[config.mk]
export PLATFORM = sky130hd
export DESIGN_NAME = img_rsz_blk_sched
export DESIGN_NICKNAME = d
export VERILOG_FILES = /design/src/rtl/img_rsz_blk_sched.sv
export SDC_FILE = /design/constraint.sdc
export NUM_CORES = 1
export LEC_CHECK = 0
export CAP_MARGIN = 5
export CORE_UTILIZATION = 53
export DETAILED_ROUTE_END_ITERATION = 12
export GPL_TIMING_DRIVEN = 0
export PLACE_DENSITY = 0.81
export SKIP_CTS_REPAIR_TIMING = 1
export SLEW_MARGIN = 30
export SYNTH_ARGS = -nofsm -noshare
export SYNTH_HDL_FRONTEND = slang
export SYNTH_SLANG_ARGS = --single-unit
[constraint.sdc]
create_clock -name Clk -period 5.4 [get_ports Clk]
set_input_delay 0.81 -clock Clk [delete_from_list [all_inputs] [get_ports Clk]]
set_output_delay 0.81 -clock Clk [all_outputs]
set_load 0.01 [all_outputs]
[src/rtl/img_rsz_blk_sched.sv]
// img_rsz_blk_sched: dispatches resize blocks to the shared compute engine and
// drains finished blocks in raster order onto the resized-pixel stream.
//
// Ports:
//   Clk, Reset          clock, synchronous active-high reset
//   BlkIsEnough         per-block "all source pixels collected" bitmap (y*RSZ_W+x)
//   CompEngRdy          compute engine idle and ready for a new block
//   CompBlkEn           one-cycle dispatch strobe
//   CompBlkXMsk/YMsk    one-hot coordinates of the dispatched block (0 when idle)
//   CeCompVld           compute engine finished the in-flight block
//   BlkIsExec           per-block "resized result available" bitmap
//   FlushRszPxlData     buffer read data for the current flush masks
//   FlushBlkXMsk/YMsk   one-hot coordinates of the flush pointer
//   FlushVld            combinational strobe clearing the pointed exec flag
//   RszPxlData/Vld/Rdy  resized-pixel valid/ready output stream
//   RszPxlLast          beat carries the last block of the frame
//   FrameDone           one-cycle pulse after the last beat is accepted
//   SchedBusy           dispatch sequencer is not idle
module img_rsz_blk_sched #(
  parameter int unsigned RSZ_W      = 4,
  parameter int unsigned RSZ_H      = 4,
  parameter int unsigned PXL_DATA_W = 24
) (
  input  logic                     Clk,
  input  logic                     Reset,
  input  logic [RSZ_W*RSZ_H-1:0]   BlkIsEnough,
  input  logic                     CompEngRdy,
  output logic                     CompBlkEn,
  output logic [RSZ_W-1:0]         CompBlkXMsk,
  output logic [RSZ_H-1:0]         CompBlkYMsk,
  input  logic                     CeCompVld,
  input  logic [RSZ_W*RSZ_H-1:0]   BlkIsExec,
  input  logic [PXL_DATA_W-1:0]    FlushRszPxlData,
  output logic [RSZ_W-1:0]         FlushBlkXMsk,
  output logic [RSZ_H-1:0]         FlushBlkYMsk,
  output logic                     FlushVld,
  output logic [PXL_DATA_W-1:0]    RszPxlData,
  output logic                     RszPxlVld,
  input  logic                     RszPxlRdy,
  output logic                     RszPxlLast,
  output logic                     FrameDone,
  output logic                     SchedBusy
);

  localparam int unsigned BLK_N = RSZ_W * RSZ_H;
  localparam int unsigned IDX_W = $clog2(BLK_N);
  localparam int unsigned FX_W  = $clog2(RSZ_W);
  localparam int unsigned FY_W  = $clog2(RSZ_H);

  typedef enum logic [1:0] {
    IDLE  = 2'd0,
    ISSUE = 2'd1,
    WAIT  = 2'd2
  } schedState_t;

  // ---------------------------------------------------------------------------
  // Dispatch side
  // ---------------------------------------------------------------------------
  schedState_t        state, stateNxt;
  logic [IDX_W-1:0]   rrPtr, rrPtrNxt;
  logic [IDX_W-1:0]   gntIdx, gntIdxNxt;
  logic [RSZ_W-1:0]   compXMskNxt;
  logic [RSZ_H-1:0]   compYMskNxt;
  logic               compBlkEnNxt;
  logic               schedBusyNxt;

  logic               pickVld;
  logic [IDX_W-1:0]   pickIdx;
  logic [RSZ_W-1:0]   pickXMsk;
  logic [RSZ_H-1:0]   pickYMsk;
  int unsigned        cand;

  // Round-robin search: first set Enough bit at or after rrPtr, with wrap.
  always_comb begin
    pickVld  = 1'b0;
    pickIdx  = '0;
    pickXMsk = '0;
    pickYMsk = '0;
    cand     = 0;
    for (int unsigned i = 0; i < BLK_N; i++) begin
      cand = 32'(rrPtr) + i;
      if (cand >= BLK_N) cand = cand - BLK_N;
      if (!pickVld && BlkIsEnough[IDX_W'(cand)]) begin
        pickVld  = 1'b1;
        pickIdx  = IDX_W'(cand);
        pickXMsk = RSZ_W'(1) << (cand % RSZ_W);
        pickYMsk = RSZ_H'(1) << (cand / RSZ_W);
      end
    end
  end

  // Dispatch next-state and registered outputs.
  always_comb begin
    stateNxt     = state;
    rrPtrNxt     = rrPtr;
    gntIdxNxt    = gntIdx;
    compXMskNxt  = CompBlkXMsk;
    compYMskNxt  = CompBlkYMsk;
    compBlkEnNxt = 1'b0;
    unique case (state)
      IDLE: begin
        if (CompEngRdy && pickVld) begin
          stateNxt     = ISSUE;
          gntIdxNxt    = pickIdx;
          compXMskNxt  = pickXMsk;
          compYMskNxt  = pickYMsk;
          compBlkEnNxt = 1'b1;   // strobe lands in the ISSUE cycle
        end
      end
      ISSUE: begin
        stateNxt = WAIT;
        rrPtrNxt = (32'(gntIdx) == BLK_N - 1) ? '0 : gntIdx + IDX_W'(1);
      end
      WAIT: begin
        // Enough bits are ignored here; the in-flight bit clears a cycle late.
        if (CeCompVld) begin
          stateNxt    = IDLE;
          compXMskNxt = '0;
          compYMskNxt = '0;
        end
      end
      default: begin
        stateNxt    = IDLE;
        compXMskNxt = '0;
        compYMskNxt = '0;
      end
    endcase
    schedBusyNxt = (stateNxt != IDLE);
  end

  // Dispatch state register.
  always_ff @(posedge Clk) begin
    if (Reset) state <= IDLE;
    else       state <= stateNxt;
  end

  // Dispatch data registers.
  always_ff @(posedge Clk) begin
    if (Reset) begin
      rrPtr       <= '0;
      gntIdx      <= '0;
      CompBlkEn   <= 1'b0;
      CompBlkXMsk <= '0;
      CompBlkYMsk <= '0;
      SchedBusy   <= 1'b0;
    end else begin
      rrPtr       <= rrPtrNxt;
      gntIdx      <= gntIdxNxt;
      CompBlkEn   <= compBlkEnNxt;
      CompBlkXMsk <= compXMskNxt;
      CompBlkYMsk <= compYMskNxt;
      SchedBusy   <= schedBusyNxt;
    end
  end

  // ---------------------------------------------------------------------------
  // Flush side
  // ---------------------------------------------------------------------------
  logic [FX_W-1:0]        fx, fxNxt;
  logic [FY_W-1:0]        fy, fyNxt;
  logic [IDX_W-1:0]       flushIdx;
  logic                   fire;
  logic                   lastBlk;
  logic [PXL_DATA_W-1:0]  pxlDataNxt;
  logic                   pxlVldNxt;
  logic                   pxlLastNxt;
  logic                   frameDoneNxt;

  assign flushIdx     = IDX_W'(32'(fy) * RSZ_W + 32'(fx));
  assign lastBlk      = (32'(fx) == RSZ_W - 1) && (32'(fy) == RSZ_H - 1);
  assign FlushBlkXMsk = RSZ_W'(1) << fx;
  assign FlushBlkYMsk = RSZ_H'(1) << fy;

  // Fire when the pointed block is ready and the output slot is free or draining.
  assign fire     = BlkIsExec[flushIdx] & (~RszPxlVld | RszPxlRdy);
  assign FlushVld = fire;

  // Pointer advance and output beat next values.
  always_comb begin
    fxNxt      = fx;
    fyNxt      = fy;
    pxlDataNxt = RszPxlData;
    pxlVldNxt  = RszPxlVld;
    pxlLastNxt = RszPxlLast;
    if (fire) begin
      pxlDataNxt = FlushRszPxlData;
      pxlVldNxt  = 1'b1;
      pxlLastNxt = lastBlk;
      // Moving on the fire cycle keeps the stale exec bit from being resampled.
      if (32'(fx) == RSZ_W - 1) begin
        fxNxt = '0;
        fyNxt = (32'(fy) == RSZ_H - 1) ? '0 : fy + FY_W'(1);
      end else begin
        fxNxt = fx + FX_W'(1);
      end
    end else if (RszPxlVld && RszPxlRdy) begin
      pxlVldNxt  = 1'b0;
      pxlLastNxt = 1'b0;
    end
    frameDoneNxt = RszPxlVld & RszPxlRdy & RszPxlLast;
  end

  // Flush pointer and output stream registers.
  always_ff @(posedge Clk) begin
    if (Reset) begin
      fx         <= '0;
      fy         <= '0;
      RszPxlData <= '0;
      RszPxlVld  <= 1'b0;
      RszPxlLast <= 1'b0;
      FrameDone  <= 1'b0;
    end else begin
      fx         <= fxNxt;
      fy         <= fyNxt;
      RszPxlData <= pxlDataNxt;
      RszPxlVld  <= pxlVldNxt;
      RszPxlLast <= pxlLastNxt;
      FrameDone  <= frameDoneNxt;
    end
  end

endmodule
==> results of run 1 <==
-- per-stage QoR --
stage / instances / power [mW] / hold WS, ns
after floorplan: 658 / 1.08 / 0.471
after global placement: 897 / 1.41 / 0.437
after detailed placement: 897 / 1.44 / 0.442
after CTS: 904 / 1.66 / 0.466
after global routing: 908 / 1.79 / 0.495
final: 908 / 1.72 / 0.464
-- flip-flops by register name, summed over array words and instances (netlist names) --
name	flops
CompBlkXMsk	4
FrameDone	1
RszPxlVld	1
SchedBusy	1
CompBlkEn	1
RszPxlLast	1
gntIdx	4
fy	2
RszPxlData	24
CompBlkYMsk	4
rrPtr	4
fx	2
state	2
-- synthesized netlist by cell type (5+ instances only) --
master      n
a2111oi_0   6
a21oi_1    67
a221oi_1   10
a31oi_1     9
and3_1      6
buf_2      11
clkbuf_1   23
dfxtp_1    51
ha_1       28
inv_1      24
mux2_2      8
mux2i_1    11
mux4_2     34
nand2_1    94
nand2b_1    6
nand3_1    30
nand4_1     8
nor2_1     44
nor2b_1     5
nor3_1     15
o211ai_1    5
o21ai_0    30
xnor2_1    10
-- layout make-up --
type / count / area (sq um)
multi-input combinational: 536 / 4110
fill: 818 / 3050
timing repair buffer: 109 / 1080
sequential: 51 / 1020
buffer: 42 / 201
tap: 133 / 166
inverter: 29 / 109
clock buffer: 5 / 68.8
clock inverter: 2 / 13.8
antenna: 1 / 2.50
-- worst min path at each step --
stage,slack [ns],depth (start not counted),startpoint,to
after floorplan,0.47,2,CompBlkYMsk[2],CompBlkYMsk[2]
after global placement,0.44,1,CompBlkYMsk[1],CompBlkYMsk[1]
after detailed placement,0.44,1,CompBlkYMsk[1],CompBlkYMsk[1]
after CTS,0.47,1,CompBlkYMsk[1],CompBlkYMsk[1]
after global routing,0.50,2,RszPxlData[6],RszPxlData[6]
final,0.46,2,RszPxlData[21],RszPxlData[21]
-- cells by family (layout without fill, tap and decap cells) --
logic type | Yosys count | after routing
simple gates | 241 | 241
compound gates | 196 | 196
buf+inv | 71 | 187
mux | 57 | 57
flops | 51 | 51
fa+ha+maj | 28 | 28
xor+xnor | 14 | 14
other cells | 0 | 1
-- report_power, final --
group / switching (mW) / total, mW / internal (mW)
logic: 0.633 / 1.04 / 0.403
clock network: 0.139 / 0.228 / 0.0892
registers: 0.0389 / 0.459 / 0.420
-- critical path, delay by kind of cell (launching register included) --
kind / cells / cell delay [ns]
buffers and inverters: 8 / 2.45
AOI/OAI and AO/OA: 4 / 0.61
and+or+nand+nor: 5 / 1.17
adders and majority gates: 1 / 0.39
DFF: 1 / 0.50
-- metal layers --
| metal | share of wire | GRT usage | wire length [microns] |
|---|---|---|---|
| met1 | 0.36 | 0.552 | 8180 |
| met2 | 0.47 | 0.723 | 10700 |
| met3 | 0.12 | 0.101 | 2730 |
| met4 | 0.058 | 0.235 | 1320 |
| met5 | 0 | 0 | 0 |
==> out/qor.yml, run 1 <==
die_y_microns: 103
grt_antenna_before_repair: 1
ys.flop_type: "dfxtp_1"
drc: 0
layout_setup_ws_ns: 0.150
synth.area.top_cells: "dfxtp_1, mux4_2, nand2_1"
grt_overflow: 0
cts-root-buf: "clkbuf_8"
cts_max_level: 2
core-area_sq_um: 9820
clk_latency_ns: 0.33
vias_per_cell: 7.10
slew_violations: 0
crit_type: "reg -> reg"
worstReg2RegStart: "rrPtr[2]"
final_common_cell: "clkdlybuf4s50_1"
synth_xor_area_frac: 0.0228
synth_top_area_frac: 0.190
powerDensity_nw_per_um2: 254
grt_max_degree: 16
worstMarginPinSlew_ns: 0.938
path_cells: "buf_2, clkbuf_2, inv_1, ha_1, clkbuf_1, inv_2, nand3_1, and4_1, clkbuf_1, and3_1, buf_4, buf_4, nand4_2, nor2_1, o21ai_0, o311ai_1, a31o_1, a21oi_1"
fin_area_sq_um: 6770
synthToLayoutAreaGrowth_pct: 25.8
synth_top_family_by_area: "compound AO/OA/AOI/OAI gates"
period_share: 0.972
grt_pass1_vias: 6221
clock_sinks: 51
synth_compound_area_frac: 0.250
synth_area_per_cell_sq_um: 8.18
grt_first_pass_wirelength_microns: 34700
drv_cap: 0
ctsLongestPathBuffers: 2
io_buffers: 106
place_ws_ns: -0.501
ios: 107
grtUsageTotal: 0.445
hold_viol: 0
dieArea_sq_um: 10600
syn_nets: 747
final_cell_mix: "clkdlybuf4s50_1, nand2_1, a21oi_1"
placed_cell_area_sq_um: 6610
die_w_microns: 103
min_path_type: "reg -> reg"
finalSetupViolCount: 0
drive_gt1_frac: 0.129
ys_types: 81
cp-startpoint: "rrPtr[2]"
clk_pin_slew_ns: 0.10
synth-adder-area-share: 0.0651
rows: 36
timing.final.crit_period_ns: 5.25
syn_inst: 658
route.antenna.remaining_nets: 0
final_util: 0.690
crit_path_end: "gntIdx[2]"
place.detailed.hpwl_microns: 17600
synth_edf_count: 0
final_net_count: 863
cp-end-kind: "register"
cp_max_fo: 10
worstReg2RegEnd: "gntIdx[2]"
start_kind: "register"
gp_congestion: 1.05
peakVddDrop_v: 0.000209
drt_iter0_markers: 722
via_count: 6451
postRouteWirelength_microns: 22900
arrival_ns: 5.43
setup_tns_ns: 0
yosysTopAreaCell: "dfxtp_1"
wire_per_inst_microns: 25.2
async_flop_share: 0
synth-simple-area-share: 0.225
crit_path_top_delay_cell: "dfxtp_1"
rrSetupSlack_ns: 0.15
synthMuxAreaShare: 0.190
critical-path-max-stage-delay_ns: 0.50
dr.pass1.iters: 6
rsz0062_at_grt: "no"
cts_buffers: 5
yosysWarningCount: 0
cts_tree: "built"
reg2reg_depth: 18
status: "finished, final reports clean"
initial_core_util: 0.548
clock.fmax_mhz: 190
slew_headroom: 0.373
crit_required_ns: 5.58
leakagePower_nw: 2.43
synthesis.area_sq_um: 5380
fin_skew_ns: 0.0189
ys_ff_latch: 51
synth_sequential_area_ratio: 0.190
(Power assumes the default switching activity.)
==> inputs of run 2 (changes only) <==
--- a/config.mk
+++ b/config.mk
@@ -6,10 +6,13 @@
 export NUM_CORES = 1
 export LEC_CHECK = 0
 export CAP_MARGIN = 5
-export CORE_UTILIZATION = 53
+export CELL_PAD_IN_SITES_DETAIL_PLACEMENT = 0
+export CELL_PAD_IN_SITES_GLOBAL_PLACEMENT = 2
+export CORE_UTILIZATION = 32
+export CTS_BUF_LIST = sky130_fd_sc_hd__clkbuf_4
 export DETAILED_ROUTE_END_ITERATION = 12
 export GPL_TIMING_DRIVEN = 0
-export PLACE_DENSITY = 0.81
+export PLACE_DENSITY = 0.83
 export SKIP_CTS_REPAIR_TIMING = 1
 export SLEW_MARGIN = 30
 export SYNTH_ARGS = -nofsm -noshare
==> run 2 against run 1 <==
  * Count of clock-buffer cells in the layout did not move
  * Wire length about the same
  * Setup slack better by 0.048 ns
  * Global-route usage decreased by 18 points
  * First-iteration DRC count shrank 13%
  * Register-to-register slack improved by 0.05 ns
  * Critical path depth shrank 2
  * Combinational power about the same
  * Design area grew 1.6%
  * Cell count is 9.5% higher
  * Critical path type unchanged
==> out/qor.yml, run 2 (synthesis gave the netlist of run 1 again) <==
status: "finished, final reports clean"
initial_core_util: 0.326  # -0.222
rows: 47  # +31%
hold_viol: 0  # unchanged
clock_sinks: 51  # unchanged
core-area_sq_um: 16500  # +68%
die_y_microns: 132  # +28%
peakVddDrop_v: 0.000140  # -33%
diodes: 0  # -1
power_mw: 1.68  # -2.7%
min_path_type: "reg -> reg"
cts_tree: "built"
cts_max_level: 2  # unchanged
route.antenna.remaining_nets: 0  # unchanged
place.detailed.hpwl_microns: 17900  # +1.7%
cts_buffers: 5  # unchanged
final_cell_mix: "clkdlybuf4s50_1, nand2_1, a21oi_1"
via_count: 6106  # -5.3%
clock.fmax_mhz: 192  # +0.91%
cts-root-buf: "clkbuf_4"
rsz0062_at_grt: "no"
grt_antenna_before_repair: 0  # -1
postRouteWirelength_microns: 22900  # about the same
place_inst: 984  # +9.7%
slew_headroom: 0.332  # -0.0410
worstMarginPinSlew_ns: 0.999  # +0.0613 ns
slew_violations: 0  # unchanged
clk_pin_slew_ns: 0.16  # +0.06 ns
switchingPower_uw: 800  # -1.4%
grt_max_degree: 18  # +2
ctsLongestPathBuffers: 2  # unchanged
p_seq_frac: 0.272  # +0.006
regMostFlops: "RszPxlData"
switching_share: 0.477  # +0.00622
fin_skew_ns: 0.00824  # -0.0107 ns
crit_type: "reg -> reg"
final_cells: 994  # +9.5%
final_net_count: 862  # -0.12%
largest_reg_flops: 24  # unchanged
vias_per_cell: 6.14  # -14%
drc: 0  # unchanged
arrival_ns: 5.49  # +0.06 ns
clk_latency_ns: 0.40  # +0.07 ns
grt_pass1_vias: 6031  # -3.1%
drt_iter0_markers: 627  # -13%
p_clk_frac: 0.115  # -0.018
dr.pass1.iters: 5  # -1
ios: 107  # unchanged
cp_max_fo: 10  # unchanged
final_common_cell: "clkdlybuf4s50_1"
powerDensity_nw_per_um2: 244  # -4.2%
leakagePower_nw: 2.42  # -0.48%
period_share: 0.963  # -0.00881
fillCellCount: 1701  # +110%
dieArea_sq_um: 17300  # +64%
wire_per_inst_microns: 23.0  # -8.6%
grt_first_pass_wirelength_microns: 35400  # +2.0%
drive_gt1_frac: 0.138  # +0.00904
die_w_microns: 132  # +28%
combPwrFrac: 0.613  # +0.012
internal_power_uw: 877  # -3.8%
fin_area_sq_um: 6880  # +1.6%
cp-end-kind: "register"
drv_cap: 0  # unchanged
setup_tns_ns: 0  # unchanged
io_buffers: 106  # unchanged
placed_cell_area_sq_um: 6720  # +1.6%
finalSetupViolCount: 0  # unchanged
start_kind: "register"
gp_congestion: 0.989  # -6.2%
grt_overflow: 0  # unchanged
synthToLayoutAreaGrowth_pct: 27.9
grtUsageTotal: 0.265  # -0.180
timing.final.crit_period_ns: 5.20  # -0.0476 ns
crit_required_ns: 5.69  # +0.11 ns
[run 2: cell types whose count changed in the layout (fill, tap and decap cells not counted), moves of 2 or more]
| cell | before | now |
|---|---|---|
| clkinvlp_4 | 0 | 2 |
| inv_6 | 0 | 2 |
| clkbuf_8 | 5 | 0 |
| clkbuf_4 | 1 | 6 |
[run 2: per-stage QoR]
stage / hold WS (ns) / util / setup slack, ns
global route: 0.491 / 0.416 / 0.0466
floorplan: 0.471 / - / 1.28
detailed placement: 0.446 / 0.407 / -0.534
CTS: 0.469 / 0.410 / -0.574
global placement: 0.438 / 0.407 / -0.607
finish: 0.465 / 0.416 / 0.198
[run 2: layout make-up]
cell class / instances / area [sq um] / area share
timing repair buffer: 109 / 1080 / 0.157
clock inverter: 3 / 22.5 / 0.00327
buffer: 41 / 198 / 0.0287
multi-input combinational: 536 / 4130 / 0.600
sequential: 51 / 1020 / 0.149
tap: 220 / 275 / 0.0400
inverter: 29 / 116 / 0.0169
clock buffer: 5 / 37.5 / 0.00545
[run 2: layer usage]
layer | track usage | wire [microns]
met1 | 0.341 | 9400
met5 | 0 | 0
met2 | 0.424 | 10700
met4 | 0.114 | 926
met3 | 0.0590 | 1860
[run 2: worst paths after layout]
kind | from | end | slack (ns) | cells past startpoint
setup / recovery | rrPtr[1] | gntIdx[3] | 0.20 | 16
setup reg to reg | rrPtr[1] | gntIdx[3] | 0.20 | 16
hold reg to reg | RszPxlData[10] | RszPxlData[10] | 0.46 | 2
hold / removal | RszPxlData[10] | RszPxlData[10] | 0.46 | 2
[run 2: power groups by stage]
| stage | clock, mW | combinational [mW] | sequential [mW] |
|---|---|---|---|
| final | 0.193 | 1.03 | 0.456 |
| after global routing | 0.215 | 1.09 | 0.463 |
| after CTS | 0.205 | 0.992 | 0.456 |
| after detailed placement | 0 | 0.986 | 0.464 |
| after global placement | 0 | 0.991 | 0.462 |
| after floorplan | 0 | 0.607 | 0.471 |
[run 2: worst max-delay path, cell delays in order, from the launching register on]
cell and delay [ns]:
dfxtp_2 0.48, buf_2 0.31, clkbuf_4 0.31, inv_1 0.24, ha_2 0.48, buf_2 0.30, mux4_2 0.44, mux4_2 0.52
buf_2 0.22, clkbuf_1 0.26, nor2_1 0.31, nor3_1 0.09, a221o_1 0.29, a221oi_1 0.39, a21oi_1 0.14, o32ai_1 0.18
a21oi_1 0.10
==> inputs of run 3 (changes only) <==
--- a/config.mk
+++ b/config.mk
@@ -12,6 +12,7 @@
 export CTS_BUF_LIST = sky130_fd_sc_hd__clkbuf_4
 export DETAILED_ROUTE_END_ITERATION = 12
 export GPL_TIMING_DRIVEN = 0
+export HOLD_SLACK_MARGIN = 0.12
 export PLACE_DENSITY = 0.83
 export SKIP_CTS_REPAIR_TIMING = 1
 export SLEW_MARGIN = 30
==> results of run 3 <==
The final DEF is identical to that of run 2; final timing and power are the same.
==> RTL change 1, RTL diff (settings of run 1) <==
The parameter `RSZ_W` goes from 4 to 2.
--- a/src/rtl/img_rsz_blk_sched.sv
+++ b/src/rtl/img_rsz_blk_sched.sv
@@ -17,7 +17,7 @@
 //   FrameDone           one-cycle pulse after the last beat is accepted
 //   SchedBusy           dispatch sequencer is not idle
 module img_rsz_blk_sched #(
-  parameter int unsigned RSZ_W      = 4,
+  parameter int unsigned RSZ_W      = 2,
   parameter int unsigned RSZ_H      = 4,
   parameter int unsigned PXL_DATA_W = 24
 ) (
Interface: changed (resized BlkIsEnough, BlkIsExec, CompBlkXMsk and FlushBlkXMsk); port bits go from 107 to 87. No check against the original RTL was run, so the function may have changed too.
==> RTL change 1 against run 1 <==
  * Global-route usage is 16 points lower
  * Sequential cell count is 5 lower
  * Total power shrank 25%
  * Worst hold slack got worse by 13 ps
  * Worst setup slack better by 1200 ps
  * Core utilization increased by 5.5 points
  * Area after synthesis decreased by 41%
  * Wire length is 63% lower
  * Critical path depth decreased by 4
  * Maximum frequency grew 30%
  * Die area fell by 40%
  * Cell area shrank 38%
  * Largest cell class unchanged
  * Highest routed layer unchanged
==> RTL change 1: results (changes against run 1) <==
outcome complete, no violations (unchanged); CTS clock-pin slew for the worst setup and hold paths 90 ps; antenna violations before repair 0 (was 1); clock skew after layout 7.99 ps (was 18.9 ps); class of the worst hold path flip-flop to flip-flop (unchanged); post-synthesis share of cell area spent on full adders, half adders and majority gates 5.91% (was 6.51%); CTS Root Buffer Type clkbuf_8 (unchanged); First-pass DRT Iterations 5 (was 6); placed inst area 4120 µm² (was 6610 µm²); Synthesis Warnings 0 (unchanged); xor and xnor fraction of the mapped netlist area 1.38% (was 2.28%); total length of routed wires 8.48 mm (was 22.9 mm); Clk Latency, worst-skew pair 300 ps (was 330 ps); pin count of the biggest net entering global routing 16 (unchanged); number of nets produced by synthesis 398 (was 747); share of flip-flops with an asynchronous set or reset 0% (unchanged); most instantiated cells after synthesis dfxtp_1, nor2_1, mux2i_1 (was nand2_1, a21oi_1, dfxtp_1); total of buffers placed on input and output ports 85 (was 106); first-pass GRT wire length 14.0 mm (was 34.7 mm); actual slew at the worst max-slew pin 705 ps (was 938 ps); static power due to leakage 1.66 nW (was 2.43 nW); share of final-layout standard cells stronger than drive strength 1 12.3% (was 12.9%); detail-routed via count per cell 5.95 (was 7.10); number of nets in the layout 490 (was 863); number of instances in the synthesized netlist 338 (was 658); initial detailed-routing violation count 152 (was 722); overall global routing resource usage 28.5% (was 44.5%); Inserted Clock Buffers 5 (unchanged); number of fillers in the final layout 416 (was 818); depth of the worst register-to-register path 14 (was 18); Synth cell types 63 (was 81); number of cells on the worst hold path 2 (unchanged); multiplexer share of the synthesized area 24.7% (was 19.0%); CP Max Fanout 10 (unchanged); number of buffers between clock root and the deepest sink 2 (unchanged); cell count after placement 495 (was 897); largest registers ranked by flip-flop count RszPxlData: 24 flops, CompBlkYMsk: 4 flops; antenna diode instance count 0 (was 1); sequential fraction of the synthesis area 29.0% (was 19.0%); data arrival time of the critical path 4250 ps (was 5430 ps); maximum level of the CTS H-tree 2 (unchanged); utilization after layout 74.5% (was 69.0%); final weighted congestion in routability-driven placement 0.892 (was 1.05); via count of the first global-routing pass 2925 (was 6221); Max IR drop VDD 0.239 mV (was 0.209 mV); DP Wirelength 6.49 mm (was 17.6 mm); complex-gate fraction of the synthesized area 17.7% (was 25.0%); synth top area cells dfxtp_1, mux2i_1, mux4_2 (was dfxtp_1, mux4_2, nand2_1); Vias 2995 (was 6451); post-place setup slack 1420 ps (was -501 ps)
-- RTL change 1: cell count changes in the layout (fill, tap and decap cells not counted), sizes merged, moves of 17 or more --
| cell | change |
|---|---|
| a21oi | -45 |
| clkbuf | -17 |
| clkdlybuf4s50 | -21 |
| mux2i | +23 |
| mux4 | -19 |
| nand2 | -70 |
| nand3 | -27 |
| o21ai | -20 |
-- RTL change 1: worst max-delay path: stages (launching register included) --
cell and delay [ps]:
dfxtp_1 430, buf_2 220, buf_2 260, inv_1 210
ha_1 320, buf_2 210, buf_4 210, mux4_1 440
mux2i_1 420, nand2_2 140, a211oi_4 390, nor3b_1 160
o22ai_1 180, a21oi_1 140, a22o_1 220
-- RTL change 1: worst paths after layout --
check	from	end	slack [ps]
max	rrPtr[1]	CompBlkXMsk[0]	1350
min	CompBlkXMsk[1]	CompBlkXMsk[1]	450
max reg2reg	rrPtr[1]	CompBlkXMsk[0]	1350
min reg2reg	CompBlkXMsk[1]	CompBlkXMsk[1]	450
-- RTL change 1: power by group --
group / total, mW / internal (mW) / switching [mW]
clock network: 0.216 / 0.0913 / 0.124
registers: 0.431 / 0.396 / 0.0348
logic: 0.640 / 0.321 / 0.319
-- RTL change 1: layout make-up --
| class | instances | share of cell area [%] |
|---|---|---|
| Clock inverter | 3 | 0.447 |
| Multi-Input combinational cell | 260 | 50.0 |
| Inverter | 13 | 1.16 |
| Buffer | 19 | 2.44 |
| Sequential cell | 46 | 21.9 |
| Tap cell | 72 | 2.14 |
| Timing Repair Buffer | 85 | 20.2 |
| Clock buffer | 5 | 1.64 |
-- RTL change 1: metal layers --
metal / GRT usage [%] / up-vias / share of wire (%)
li1: - / 1418 / -
met1: 34.3 / 1414 / 42
met2: 49.8 / 140 / 49
met3: 7.31 / 23 / 7.3
met4: 8.00 / 0 / 2.3
met5: 0 / - / 0
==> RTL change 2, RTL diff (settings of run 1) <==
Made on the original files. Make the reset (`Reset`) asynchronous in 3 clocked blocks. Comments in the files are not updated.
--- a/src/rtl/img_rsz_blk_sched.sv
+++ b/src/rtl/img_rsz_blk_sched.sv
@@ -129,13 +129,13 @@
   end
 
   // Dispatch state register.
-  always_ff @(posedge Clk) begin
+  always_ff @(posedge Clk or posedge Reset) begin
     if (Reset) state <= IDLE;
     else       state <= stateNxt;
   end
 
   // Dispatch data registers.
-  always_ff @(posedge Clk) begin
+  always_ff @(posedge Clk or posedge Reset) begin
     if (Reset) begin
       rrPtr       <= '0;
       gntIdx      <= '0;
@@ -201,7 +201,7 @@
   end
 
   // Flush pointer and output stream registers.
-  always_ff @(posedge Clk) begin
+  always_ff @(posedge Clk or posedge Reset) begin
     if (Reset) begin
       fx         <= '0;
       fy         <= '0;
Behaviour: differs if Reset is asserted again (counterexample within 4 cycles, from zero or initial values and one cycle with Reset high); with Reset held inactive, the same outputs for 4 cycles.
==> RTL change 2 against run 1 <==
  * Wire length down 3.7%
  * Cell area grew 3.9%
  * Worst setup slack got worse by 95 ps
  * Sequential cell count did not move
  * Via count down 2.5%
  * Critical path depth is the same
  * Area after synthesis is 3.1% higher
  * Maximum frequency is 1.8% lower
Power is left out: the tool's default activity adds up to more than one toggle a clock period on the data nets, which glitch-free logic cannot reach.
==> RTL change 2: results (changes against run 1) <==
outcome complete, no violations (unchanged); slowest CP cell dfrtp_2 (was dfxtp_1); initial detailed-routing violation count 1010 (was 722); synth top area cells dfrtp_1, mux4_2, nand2_1 (was dfxtp_1, mux4_2, nand2_1); number of nets in the layout 859 (was 863); via count of the first global-routing pass 6203 (was 6221); clock skew after layout 8.61 ps (was 18.9 ps); most instantiated cells after synthesis nand2_1, dfrtp_1, nor2_1 (was nand2_1, a21oi_1, dfxtp_1); First-pass DRT Iterations 7 (was 6); total of buffers placed on input and output ports 106 (unchanged); number of nets produced by synthesis 741 (was 747); Crit path largest cell delay 610 ps (was 500 ps); r2r endpoint gntIdx[0] (was gntIdx[2]); antenna violations before repair 0 (was 1); total length of routed wires 22.0 mm (was 22.9 mm); number of fillers in the final layout 754 (was 818); Clk Latency, worst-skew pair 310 ps (was 330 ps); share of final-layout standard cells stronger than drive strength 1 12.2% (was 12.9%); top cell family by delay on the critical path buffers and inverters (unchanged); first-pass GRT wire length 33.8 mm (was 34.7 mm); sequential fraction of the synthesis area 23.0% (was 19.0%); pin count of the biggest net entering global routing 52 (was 16); DP Wirelength 16.8 mm (was 17.6 mm); Synth cell types 77 (was 81); share of flip-flops with an asynchronous set or reset 100% (was 0%); actual slew at the worst max-slew pin 943 ps (was 938 ps); placed inst area 6780 µm² (was 6610 µm²); final weighted congestion in routability-driven placement 1.05 (about the same); overall global routing resource usage 40.2% (was 44.5%); critical path startpoint rrPtr[1] (was rrPtr[2]); sort of element at the end of the critical path flip-flop (unchanged); start point of the worst min-delay path RszPxlData[1] (was RszPxlData[21]); setup slack, reg-to-reg 60 ps (was 150 ps); antenna diode instance count 0 (was 1); detail-routed via count per cell 6.96 (was 7.10); hold worst-path end RszPxlData[1] (was RszPxlData[21]); number of cells on the worst hold path 2 (unchanged); data arrival time of the critical path 5490 ps (was 5430 ps); main flop type after synthesis dfrtp_1 (was dfxtp_1)
==> RTL change 2: changes by cell type after synthesis, moves of 10 or more <==
cell / delta
nand2_1: +20
mux4_2: -15
dfxtp_1: -51
nand3_1: -10
a21oi_1: -33
o21ai_0: +13
dfrtp_1: +51
mux4_1: +12
==> RTL change 2: worst min-delay path: stages, from the launching register on <==
cell     delay [ps]
dfrtp_1         360
nand2_1          50
nand2_1          50
==> RTL change 2: metrics by stage <==
step | worst slack, ps | cells | hold WS, ps | setup TNS, ps | utilization (%)
CTS | -1460 | 899 | 487 | -15710 | 69.2
global route | 6.21 | 904 | 504 | 0 | 70.7
global placement | -1330 | 891 | 459 | -14650 | 68.0
detailed placement | -1370 | 891 | 461 | -14700 | 68.1
finish | 55.4 | 904 | 486 | 0 | 70.7
floorplan | 896 | 652 | 502 | 0 | -
==> RTL change 2: layer usage <==
metal  track usage [%]  part of all wire (%)
met4              14.5                   3.4
met3              11.3                    12
met2              63.8                    46
met5                 0                     0
met1              52.3                    38
==> RTL change 2: area by class of cell <==
cell class                      count  share of cell area [%]
Multi-Input combinational cell    529                    57.0
Sequential cell                    51                    18.2
Timing Repair Buffer              114                    15.9
Inverter                           29                    1.64
Tap cell                          133                    2.37
Buffer                             40                    3.27
Clock inverter                      3                   0.658
Clock buffer                        5                   0.978
==> RTL change 2: cell families after synthesis <==
group / after synthesis / share of synthesized area (%)
multiplexers: 54 / 17.7
buffers and inverters: 72 / 6.14
XOR/XNOR: 14 / 2.21
flip-flops: 51 / 23.0
adder cells (fa/ha/maj): 28 / 6.32
AND/OR/NAND/NOR: 253 / 22.1
AO/OA/AOI/OAI: 180 / 22.5
